$ cat src/rtl/decoder_stream.sv
// Registered binary -> one-hot/thermometer decoder with a 2-entry (output + skid) buffer.
// Optional saturating out-of-range counter enabled by DECODER_ERRCNT_EN.
module decoder_stream #(
   parameter int IN_W     = 3,
   parameter int OUT_W    = 8,
   parameter int ERRCNT_W = 8
) (
   input  logic             clk,
   input  logic             rst_n,
   input  logic             in_valid,
   output logic             in_ready,
   input  logic [IN_W-1:0]  in_code,
   input  logic             in_mode,
   output logic             out_valid,
   input  logic             out_ready,
   output logic [OUT_W-1:0] out_y,
   output logic             out_err
`ifdef DECODER_ERRCNT_EN
  ,output logic [ERRCNT_W-1:0] err_count
`endif
);

   generate
      if (IN_W < 1 || IN_W > 8 || OUT_W < 1 || OUT_W > (1 << IN_W) || ERRCNT_W < 1) begin : g_bad_params
         $error("decoder_stream: illegal IN_W/OUT_W/ERRCNT_W");
      end
   endgenerate

   typedef enum logic [1:0] {EMPTY, ONE, FULL} state_t;

   state_t           state, state_nxt;
   logic [OUT_W-1:0] out_y_q, skid_y_q, dec_y;
   logic             out_err_q, skid_err_q, dec_err;
   logic             in_xfer, out_xfer;
   logic             load_out, load_skid, skid_to_out;

   assign in_ready  = rst_n && (state != FULL);
   assign out_valid = (state != EMPTY);
   assign out_y     = out_y_q;
   assign out_err   = out_err_q;
   assign in_xfer   = in_valid && in_ready;
   assign out_xfer  = out_valid && out_ready;

   always_comb begin
      dec_y   = '0;
      dec_err = (int'(in_code) >= OUT_W);
      for (int k = 0; k < OUT_W; k++) begin
         if (!dec_err)
            dec_y[k] = in_mode ? (k <= int'(in_code)) : (k == int'(in_code));
      end
   end

   always_comb begin
      state_nxt   = state;
      load_out    = 1'b0;
      load_skid   = 1'b0;
      skid_to_out = 1'b0;
      case (state)
         EMPTY: begin
            if (in_xfer) begin
               load_out  = 1'b1;
               state_nxt = ONE;
            end
         end
         ONE: begin
            if (in_xfer && out_xfer) begin
               load_out = 1'b1;
            end else if (in_xfer) begin
               load_skid = 1'b1;
               state_nxt = FULL;
            end else if (out_xfer) begin
               state_nxt = EMPTY;
            end
         end
         FULL: begin
            // in_ready is low here, so only the drain path can fire
            if (out_xfer) begin
               skid_to_out = 1'b1;
               state_nxt   = ONE;
            end
         end
         default: state_nxt = EMPTY;
      endcase
   end

   always_ff @(posedge clk) begin
      if (!rst_n) begin
         state      <= EMPTY;
         out_y_q    <= '0;
         out_err_q  <= 1'b0;
         skid_y_q   <= '0;
         skid_err_q <= 1'b0;
      end else begin
         state <= state_nxt;
         if (load_out) begin
            out_y_q   <= dec_y;
            out_err_q <= dec_err;
         end else if (skid_to_out) begin
            out_y_q   <= skid_y_q;
            out_err_q <= skid_err_q;
         end
         if (load_skid) begin
            skid_y_q   <= dec_y;
            skid_err_q <= dec_err;
         end
      end
   end

`ifdef DECODER_ERRCNT_EN
   logic [ERRCNT_W-1:0] err_cnt_q;

   always_ff @(posedge clk) begin
      if (!rst_n)
         err_cnt_q <= '0;
      else if (in_xfer && dec_err && (err_cnt_q != {ERRCNT_W{1'b1}}))
         err_cnt_q <= err_cnt_q + 1'b1;
   end

   assign err_count = err_cnt_q;
`endif

endmodule

$ cat config.mk
export PLATFORM = sky130hd
export DESIGN_NAME = decoder_stream
export DESIGN_NICKNAME = d
export VERILOG_FILES = /design/src/rtl/decoder_stream.sv
export SDC_FILE = /design/constraint.sdc
export NUM_CORES = 1
export LEC_CHECK = 0
export CORE_MARGIN = 2
export CORE_UTILIZATION = 45
export DETAILED_ROUTE_END_ITERATION = 10
export PLACE_DENSITY_LB_ADDON = 0.12
export SYNTH_ARGS = -nofsm -noshare
export SYNTH_HDL_FRONTEND = slang
export SYNTH_SLANG_ARGS = --single-unit
$ cat constraint.sdc
create_clock -name clk -period 1.25 [get_ports clk]
set_input_delay 0.375 -clock clk [delete_from_list [all_inputs] [get_ports clk]]
set_output_delay 0.375 -clock clk [all_outputs]
set_load 0.1 [all_outputs]
; Yosys cells after proc, flatten, opt, wreduce, memory -nomap -nowiden
; Index checks and enable logic that the tools add are counted.
[word_totals]
elab_cells = 56
mem_bits_rw = 0
n_memories = 0
rom_bits = 0
latch_bits = 0
in_bits = 8
regBits = 18
[op_classes]
n_eq_ne = 14
n_shift = 0
div = 0
n_bitwise = 0
n_mul = 0
reduce_logical = 9
muxes = 23
add_sub_neg = 0
n_lt_le_gt_ge = 7
[op_table]
columns = cell, count
row1 = $mux 8, 2
row2 = $mux 1, 14
row3 = $eq 3x3->1 const A, 4
row4 = $le 3x3->1 const A, 4
row5 = $mux 2, 5
row6 = $ne 2x2->1 const B, 4
row7 = $eq 2x3->1 const A, 2
row8 = $le 2x3->1 const A, 2
row9 = $pmux 2 s3, 1
row10 = $logic_and 1x1->1, 4
row11 = $reduce_and 4->1, 1
row12 = $reduce_bool 2->1, 2
row13 = $eq 1x3->1 const A, 1
row14 = $le 1x3->1 const A, 1
row15 = $logic_not 3->1, 1
row16 = $ne 3x3->1 const B, 1
row17 = $eq 2x1->1 const B, 1
row18 = $eq 2x2->1 const B, 1
row19 = $logic_not 2->1, 1
row20 = $pmux 1 s2, 1

; Longest topological paths before layout
; Gate-level depths: netlist of the first run.
[logic_depth]
ltp_word = 7
ltp_mapped = 5
depth_no_buf = 3

; Worst setup path before layout of the first run
; Ideal clock, no wire load.
[synth_path]
kind = input-to-output
start = input port rst_n
end = output port in_ready
arrival_ns = 2.223
slack_ns = -1.348
t_required_ns = 0.875
stages = 3
path_cell_list = clkinv_1 -> clkbuf_1 -> a21oi_1
[synth_between]
elab_chain_len = 1
[synth_rtl]
columns = element, line_no
row1 = start: declaration, 9  ; input logic rst_n,
row2 = $logic_and 1x1->1, 37  ; assign in_ready = rst_n && (state != FULL);
row3 = end: declaration, 11  ; output logic in_ready,
; No other way between the ends.

; Worst setup path in the final report of the first run
[layout_path]
start = register state[1]
end = output port out_valid
[layout_between]
elab_chain_len = 1
[layout_rtl]
columns = element, line_no
row1 = start: declaration, 31  ; state_t state, state_nxt;
row2 = start signal: assignment, 94  ; state <= state_nxt;
row3 = $reduce_bool 2->1, 38  ; assign out_valid = (state != EMPTY);
row4 = end: declaration, 14  ; output logic out_valid,
; No other way between the ends.

==> results_dict.tcl, run 1 <==
set metrics [dict create \
    yosysUniqueCellTypes 38 \
    vias 1236 \
    pwr_per_cell_area_nw_per_um2 946.7 \
    synthTopCellsByArea "sky130_fd_sc_hd__dfxtp_1, sky130_fd_sc_hd__a21oi_1, sky130_fd_sc_hd__nand2_1" \
    synthesized_netlist_cell_count 115 \
    setup_slack_ns -0.3337 \
    number_of_standard_cell_rows_in_the_floorplan 16 \
    mappedNetlistArea_um2 975.9 \
    cts-buffers-inserted 3 \
    crit_path_max_fanout 2 \
    timing.critical_path.to_type "output pin" \
    filler_cell_count 73 \
    grt_overflow 0 \
    h-tree-depth 1 \
    post-place-ws_ns -0.6052 \
    synth.ff_latch_count 18 \
    cts-root-buf "sky130_fd_sc_hd__clkbuf_4" \
    grt_start_max_net_pins 17 \
    setup_violators_final 20 \
    worst-endpoint-arrival_ns 1.21 \
    globalplace.congestion 0.8919 \
    run_status "finished, violations left" \
    chipWidth_um 50.57 \
    clk_latency_ns 0.31 \
    synth_xor_xnor_area_share_pct 0 \
    worstReg2RegStart "state[1]" \
    die_h_um 50.57 \
    timing.critical_path.from "state[1]" \
    design_area_um2 1792 \
    post-route-period-util_pct 126.7 \
    peakVddDrop_mv 0.8246 \
    drt_drc_violations_left 0 \
    cellLeakagePower_nw 0.6813 \
    yosys-mux-area-fraction_pct 4.231 \
    synth_area_in_compound_gates_pct 27.18 \
    die_area_um2 2557 \
    ys_seq_area_share_pct 36.92 \
    critical_path.startpoint_type "flip-flop" \
    synth_top_area_share_pct 36.92 \
    dpl_cell_area_um2 1498 \
    synth_fp_nets 123 \
    area.growth.synth_to_final_pct 83.59 \
    drt-wirelength-per-cell_um 23.04 \
    io-pin-count 19 \
    worst_ep_required_time_ns 0.88 \
    most-common-layout-cells "sky130_fd_sc_hd__buf_4, sky130_fd_sc_hd__nand2_1, sky130_fd_sc_hd__buf_12" \
    worstHoldStart "rst_n" \
    most_frequent_standard_cell_in_the_layout_excluding_fill_and_tap_cells "sky130_fd_sc_hd__buf_4" \
    wirelength_um 4309 \
    finalNetCount 169 \
    globalRouteTotalUtil_pct 28.15 \
    fmax_mhz 631.4 \
    timing_max_transition_violations_final 0 \
    violations "setup timing" \
    post_route_cells_drive_above_1_share_pct 62.50 \
    grt_setup_unrepaired "true" \
    cts.sink_count 18 \
    avgSynthCellArea_um2 8.486 \
    yosysWarningCount 0 \
    synth_top_family_by_area "compound AO/OA/AOI/OAI gates" \
    tritoncts_clock_tree "built" \
    floorplan.initialDensity_pct 48.75 \
    final_hold_viol_count 0 \
    buffer_ports.inserted 17 \
    max_cap_viol 0 \
    post-layout-total-power_mw 1.696 \
    first_global_vias 1173 \
    core_um2 2002 \
    route.detailed.vias_per_inst 6.610 \
    path_clk_slew_ns 0.12 \
    antenna_cells 0 \
    critical_path_class "flip-flop to output pin" \
    grt_pass1_wl_um 5278 \
    synth_top_area_cell "sky130_fd_sc_hd__dfxtp_1" \
    synth-adder-area-share_pct 0 \
    firstDrtPassIters 4 \
    drt.antenna.violating_nets 0 \
    dp.final_hpwl_um 2229 \
    fin_crit_ns 1.584 \
    worst_clock_skew_ns 0.007044 \
    number_of_antenna_violations_at_the_first_check_in_global_routing 0 \
    cts_max_path_buffers 2 \
    first_iter_violations 53 \
    holdCritPathClass "primary input to flip-flop" \
    synth_simple_gate_area_share_pct 22.05 \
]
[stage by stage]
stage / instances / util, % / setup TNS, ns / hold slack (ns)
after global placement: 176 / 74.81 / -9.177 / 0.4490
after detailed placement: 176 / 74.81 / -10.08 / 0.4679
final: 187 / 89.50 / -4.594 / 0.3667
after floorplan: 115 / - / -0.2262 / 0.4374
after CTS: 181 / 78.69 / -1.852 / 0.4485
after global routing: 187 / 89.50 / -5.462 / 0.3508
[cells by family (layout without fill, tap and decap cells)]
family,after synthesis,in the layout
muxes,4,4
buffers and inverters,14,58
and+or+nand+nor,40,41
AOI/OAI and AO/OA,38,38
other,1,1
DFF,18,18
[power breakdown]
part	internal, mW	switching (mW)
registers	0.602	0.0301
clock network	0.178	0.218
logic	0.267	0.402
total	1.05	0.650
[layer usage]
layer | track usage [%] | vias up | wire length (um)
met4 | 18.92 | 0 | 210
met2 | 49.12 | 102 | 2192
met3 | 6.548 | 32 | 359
li1 | - | 517 | -
met1 | 29.87 | 585 | 1547
met5 | 0 | - | 0
[synth_stat cells]
| master | count |
|---|---|
| sky130_fd_sc_hd__buf_2 | 3 |
| sky130_fd_sc_hd__mux2i_1 | 3 |
| sky130_fd_sc_hd__nor2_1 | 4 |
| sky130_fd_sc_hd__nand2_1 | 14 |
| sky130_fd_sc_hd__nor4_1 | 1 |
| sky130_fd_sc_hd__nand4_1 | 2 |
| sky130_fd_sc_hd__dfxtp_1 | 18 |
| sky130_fd_sc_hd__a311oi_1 | 5 |
| sky130_fd_sc_hd__nand3b_1 | 2 |
| sky130_fd_sc_hd__mux2_2 | 1 |
| sky130_fd_sc_hd__and2_1 | 1 |
| sky130_fd_sc_hd__clkbuf_1 | 3 |
| sky130_fd_sc_hd__nand3_1 | 1 |
| sky130_fd_sc_hd__o2111ai_1 | 2 |
| sky130_fd_sc_hd__a22oi_2 | 1 |
| sky130_fd_sc_hd__and3_1 | 1 |
| sky130_fd_sc_hd__buf_4 | 3 |
| sky130_fd_sc_hd__inv_1 | 1 |
| sky130_fd_sc_hd__a211oi_1 | 2 |
| sky130_fd_sc_hd__o21ai_0 | 7 |
| sky130_fd_sc_hd__clkinv_1 | 1 |
| sky130_fd_sc_hd__nor3_1 | 4 |
| sky130_fd_sc_hd__a21oi_1 | 11 |
| sky130_fd_sc_hd__a221oi_1 | 3 |
| sky130_fd_sc_hd__and3b_1 | 2 |
| sky130_fd_sc_hd__and2b_2 | 1 |
| sky130_fd_sc_hd__conb_1 | 1 |
| sky130_fd_sc_hd__o41ai_1 | 1 |
| sky130_fd_sc_hd__or2_2 | 2 |
| sky130_fd_sc_hd__nand2b_1 | 2 |
| sky130_fd_sc_hd__a221oi_2 | 1 |
| sky130_fd_sc_hd__a31oi_1 | 1 |
| sky130_fd_sc_hd__o21a_1 | 1 |
| sky130_fd_sc_hd__and3b_2 | 1 |
| sky130_fd_sc_hd__or3b_1 | 1 |
| sky130_fd_sc_hd__a22oi_1 | 3 |
| sky130_fd_sc_hd__buf_6 | 3 |
| sky130_fd_sc_hd__nor2b_1 | 1 |
[registers in the layout, indices dropped and copies added (netlist names)]
| signal | count |
|---|---|
| out_y | 8 |
| skid_y_q | 8 |
| state | 2 |
[timing repair]
action / in CTS / in global routing
setup endpoints to repair: 20 / 27
pin swaps: 5 / 13
hold buffers: 0 / 0
resized for setup: 21 / 44
cloned: 0 / 1
buffers inserted: 1 / 5
[critical path, cell delays in order (launching register included)]
cell and delay, ns:
sky130_fd_sc_hd__dfxtp_4 0.38, sky130_fd_sc_hd__buf_6 0.12, sky130_fd_sc_hd__or2_4 0.23, sky130_fd_sc_hd__buf_12 0.17
[path summary, 6_finish.rpt]
check                              endpoint  slack [ns]  cells after the start
worst max-delay path              out_valid       -0.33                      3
worst min-delay path               state[0]        0.37                      2
worst max register to register  skid_y_q[0]       -0.31                      6
worst min register to register  skid_y_q[5]        0.48                      2
[area by class of cell]
class	count	area [um^2]	area share, %
Tap cell	27	33.78	1.885
Multi-Input combinational cell	84	718.2	40.08
Inverter	2	33.78	1.885
Clock buffer	4	36.28	2.025
Timing Repair Buffer	52	589.3	32.89
Sequential cell	18	380.4	21.23
Power figures use the tool's default switching activity.
==> run 2: changes to the inputs <==
ABC_AREA = 1   (was unset)
==> run 2 against run 1 <==
  * The run still ends with setup timing left
  * Combinational power is 9.9% lower
  * First-iteration DRC count is 60% higher
  * Critical path depth is 1 higher
  * Sequential share of layout area is 4.0 points higher
  * Global-route usage is 4.5 points lower
  * Design area is 17% lower
  * Flip-flop and latch count stayed put
  * Routed wire length is 35% lower
  * Cell count is 6.4% higher
==> results_dict.tcl, run 2 <==
set metrics [dict create \
    worst_ep_required_time_ns 0.88 \
    antenna_cells 0 \
    synth_common_cells "sky130_fd_sc_hd__nand2_1, sky130_fd_sc_hd__dfxtp_1, sky130_fd_sc_hd__a21oi_1, sky130_fd_sc_hd__o21ai_0, sky130_fd_sc_hd__nand3_1" \
    tritoncts_clock_tree "built" \
    cts_max_path_buffers 2 \
    post_route_cells_drive_above_1_share_pct 36.05 \
    clk_latency_ns 0.30 \
    path_clk_slew_ns 0.10 \
    core_um2 1982 \
    vias 1115 \
    fin_crit_ns 1.498 \
    grt_setup_unrepaired "true" \
    grt_pass1_wl_um 4567 \
    multiInputGateArea_um2 593.1 \
    mappedNetlistArea_um2 949.7 \
    worst_path_max_delay_cell "sky130_fd_sc_hd__dfxtp_4" \
    setup_slack_ns -0.2481 \
    yosysWarningCount 0 \
    whs_ns 0.5065 \
    final_hold_viol_count 0 \
    holdCritPathClass "flip-flop to flip-flop" \
    finalNetCount 181 \
    first_iter_violations 85 \
    cts.sink_count 18 \
    yosysUniqueCellTypes 21 \
    worst-endpoint-arrival_ns 1.12 \
    buffer_ports.inserted 17 \
    regArea_um2 375.4 \
    peakVddDrop_mv 0.8161 \
    most_frequent_standard_cell_in_the_layout_excluding_fill_and_tap_cells "sky130_fd_sc_hd__nand2_1" \
    crit_path_max_fanout 3 \
    tns_ns -1.500 \
    crit_buf_inv 3 \
    global_route.usage.met3_pct 5.152 \
    cts-buffers-inserted 3 \
    cts-root-buf "sky130_fd_sc_hd__clkbuf_4" \
    synth_top_area_cell "sky130_fd_sc_hd__dfxtp_1" \
    area.growth.synth_to_final_pct 56.79 \
    route.detailed.vias_per_inst 5.603 \
    wirelength_um 2816 \
    floorplan.initialDensity_pct 47.92 \
    met2_usage_pct 42.44 \
    grt_start_max_net_pins 11 \
    chipWidth_um 49.94 \
    number_of_antenna_violations_at_the_first_check_in_global_routing 0 \
    async_reset_ff_share_pct 0 \
    post-route-period-util_pct 119.9 \
    grt-busiest-layer "met2" \
    dpl_cell_area_um2 1331 \
    most-common-layout-cells "sky130_fd_sc_hd__nand2_1, sky130_fd_sc_hd__a21oi_1, sky130_fd_sc_hd__o21ai_0" \
    number_of_standard_cell_rows_in_the_floorplan 16 \
    post_synth_edffs 0 \
    timing_max_transition_violations_final 0 \
    drt-wirelength-per-cell_um 14.15 \
    die_h_um 49.94 \
    worst_clock_skew_ns 0.0006981 \
    h-tree-depth 1 \
    fmax_mhz 667.5 \
    cp_top_family "flip-flops" \
    timing.critical_path.to_type "output pin" \
    groute.layer.met1.usage_pct 27.26 \
    io-pin-count 19 \
    synth_ff_type "sky130_fd_sc_hd__dfxtp_1" \
    post-layout-total-power_mw 1.611 \
    place.detailed.instances 184 \
    critical_path.startpoint_type "flip-flop" \
    synth.ff_latch_count 18 \
    max_stage_delay_ns 0.40 \
    critical_path_class "flip-flop to output pin" \
    count_leader_synth "sky130_fd_sc_hd__nand2_1" \
    globalplace.congestion 0.8980 \
    drt.antenna.violating_nets 0 \
    drt_drc_violations_left 0 \
    synthTopCellsByArea "sky130_fd_sc_hd__dfxtp_1, sky130_fd_sc_hd__nand2_1, sky130_fd_sc_hd__a21oi_1" \
    finish.cell_count_without_fillers 199 \
    synthesized_netlist_cell_count 137 \
    cellLeakagePower_nw 0.6265 \
    ys_seq_area_share_pct 37.94 \
    max_cap_viol 0 \
    globalRouteTotalUtil_pct 23.69 \
    run_status "finished, violations left" \
    violations "setup timing" \
    first_global_vias 1017 \
    setup_violators_final 16 \
    die_area_um2 2494 \
    dp.final_hpwl_um 1731 \
    pwr_per_cell_area_nw_per_um2 1082 \
    avgSynthCellArea_um2 6.932 \
    synth_top_area_share_pct 37.94 \
    synth_fp_nets 145 \
    firstDrtPassIters 7 \
    cts_hold_repair_buffers 0 \
    grt_overflow 0 \
    worstPathCellList "inv_8 > buf_4 > nand2_4 > buf_12" \
    filler_cell_count 142 \
    design_area_um2 1489 \
]
## run 2: cell count changes after synthesis, moves of 4 or more
cell	change
sky130_fd_sc_hd__inv_2	+5
sky130_fd_sc_hd__o21ai_0	+10
sky130_fd_sc_hd__nor3_1	-4
sky130_fd_sc_hd__inv_1	+7
sky130_fd_sc_hd__nand3_1	+11
sky130_fd_sc_hd__a21oi_1	+6
sky130_fd_sc_hd__nand2_1	+26
sky130_fd_sc_hd__a311oi_1	-5
## run 2: stage by stage
stage | utilization [%] | worst slack, ns
floorplan | - | -0.1116
global placement | 67.17 | -0.5014
detailed placement | 67.17 | -0.5492
CTS | 72.98 | -0.2420
global route | 75.13 | -0.2839
finish | 75.13 | -0.2481
## run 2: final timing paths
path / end / depth (start not counted) / startpoint / slack [ns]
worst max-delay path: out_valid / 4 / state[0] / -0.25
worst min-delay path: out_y[4] / 2 / out_y[4] / 0.51
worst max register to register: out_y[7] / 7 / state[0] / -0.13
worst min register to register: out_y[4] / 2 / out_y[4] / 0.51
## run 2: final cells by class
class | instances | share of cell area (%)
flip-flops and latches | 18 | 25.21
repair buffers | 31 | 25.71
well taps | 27 | 2.269
multi-input cells | 105 | 39.83
inverters | 14 | 4.538
clock buffers | 4 | 2.437
## run 2: cells by family after synthesis
| logic type | share of synthesized area [%] |
|---|---|
| buffers and inverters | 7.641 |
| DFF | 37.95 |
| other | 0.3949 |
| and+or+nand+nor | 33.07 |
| AOI/OAI and AO/OA | 20.95 |
## run 2: routing by layer
layer / wire length, um / share of wire (%)
met2: 1412 / 50
met1: 1049 / 37
met4: 99 / 3.5
met5: 0 / 0
met3: 254 / 9.0
## run 2: tightest hold or removal path, cell delays in order, from the launching register on
cell                      delay [ns]
sky130_fd_sc_hd__dfxtp_2        0.35
sky130_fd_sc_hd__nand3_1        0.07
sky130_fd_sc_hd__a21oi_1        0.06
## run 2: where the power goes
group / internal, mW / total, mW / switching [mW]
registers: 0.610 / 0.643 / 0.0326
clock network: 0.178 / 0.365 / 0.187
logic: 0.217 / 0.603 / 0.386
total: 1.01 / 1.61 / 0.606
## run 2: what timing repair did
item                                    4_1_cts  5_1_grt
pin swaps                                     6        5
endpoints found under the setup margin       20       21
setup buffers                                 6        2
gates resized for setup                       7        9
gates cloned                                  3        0
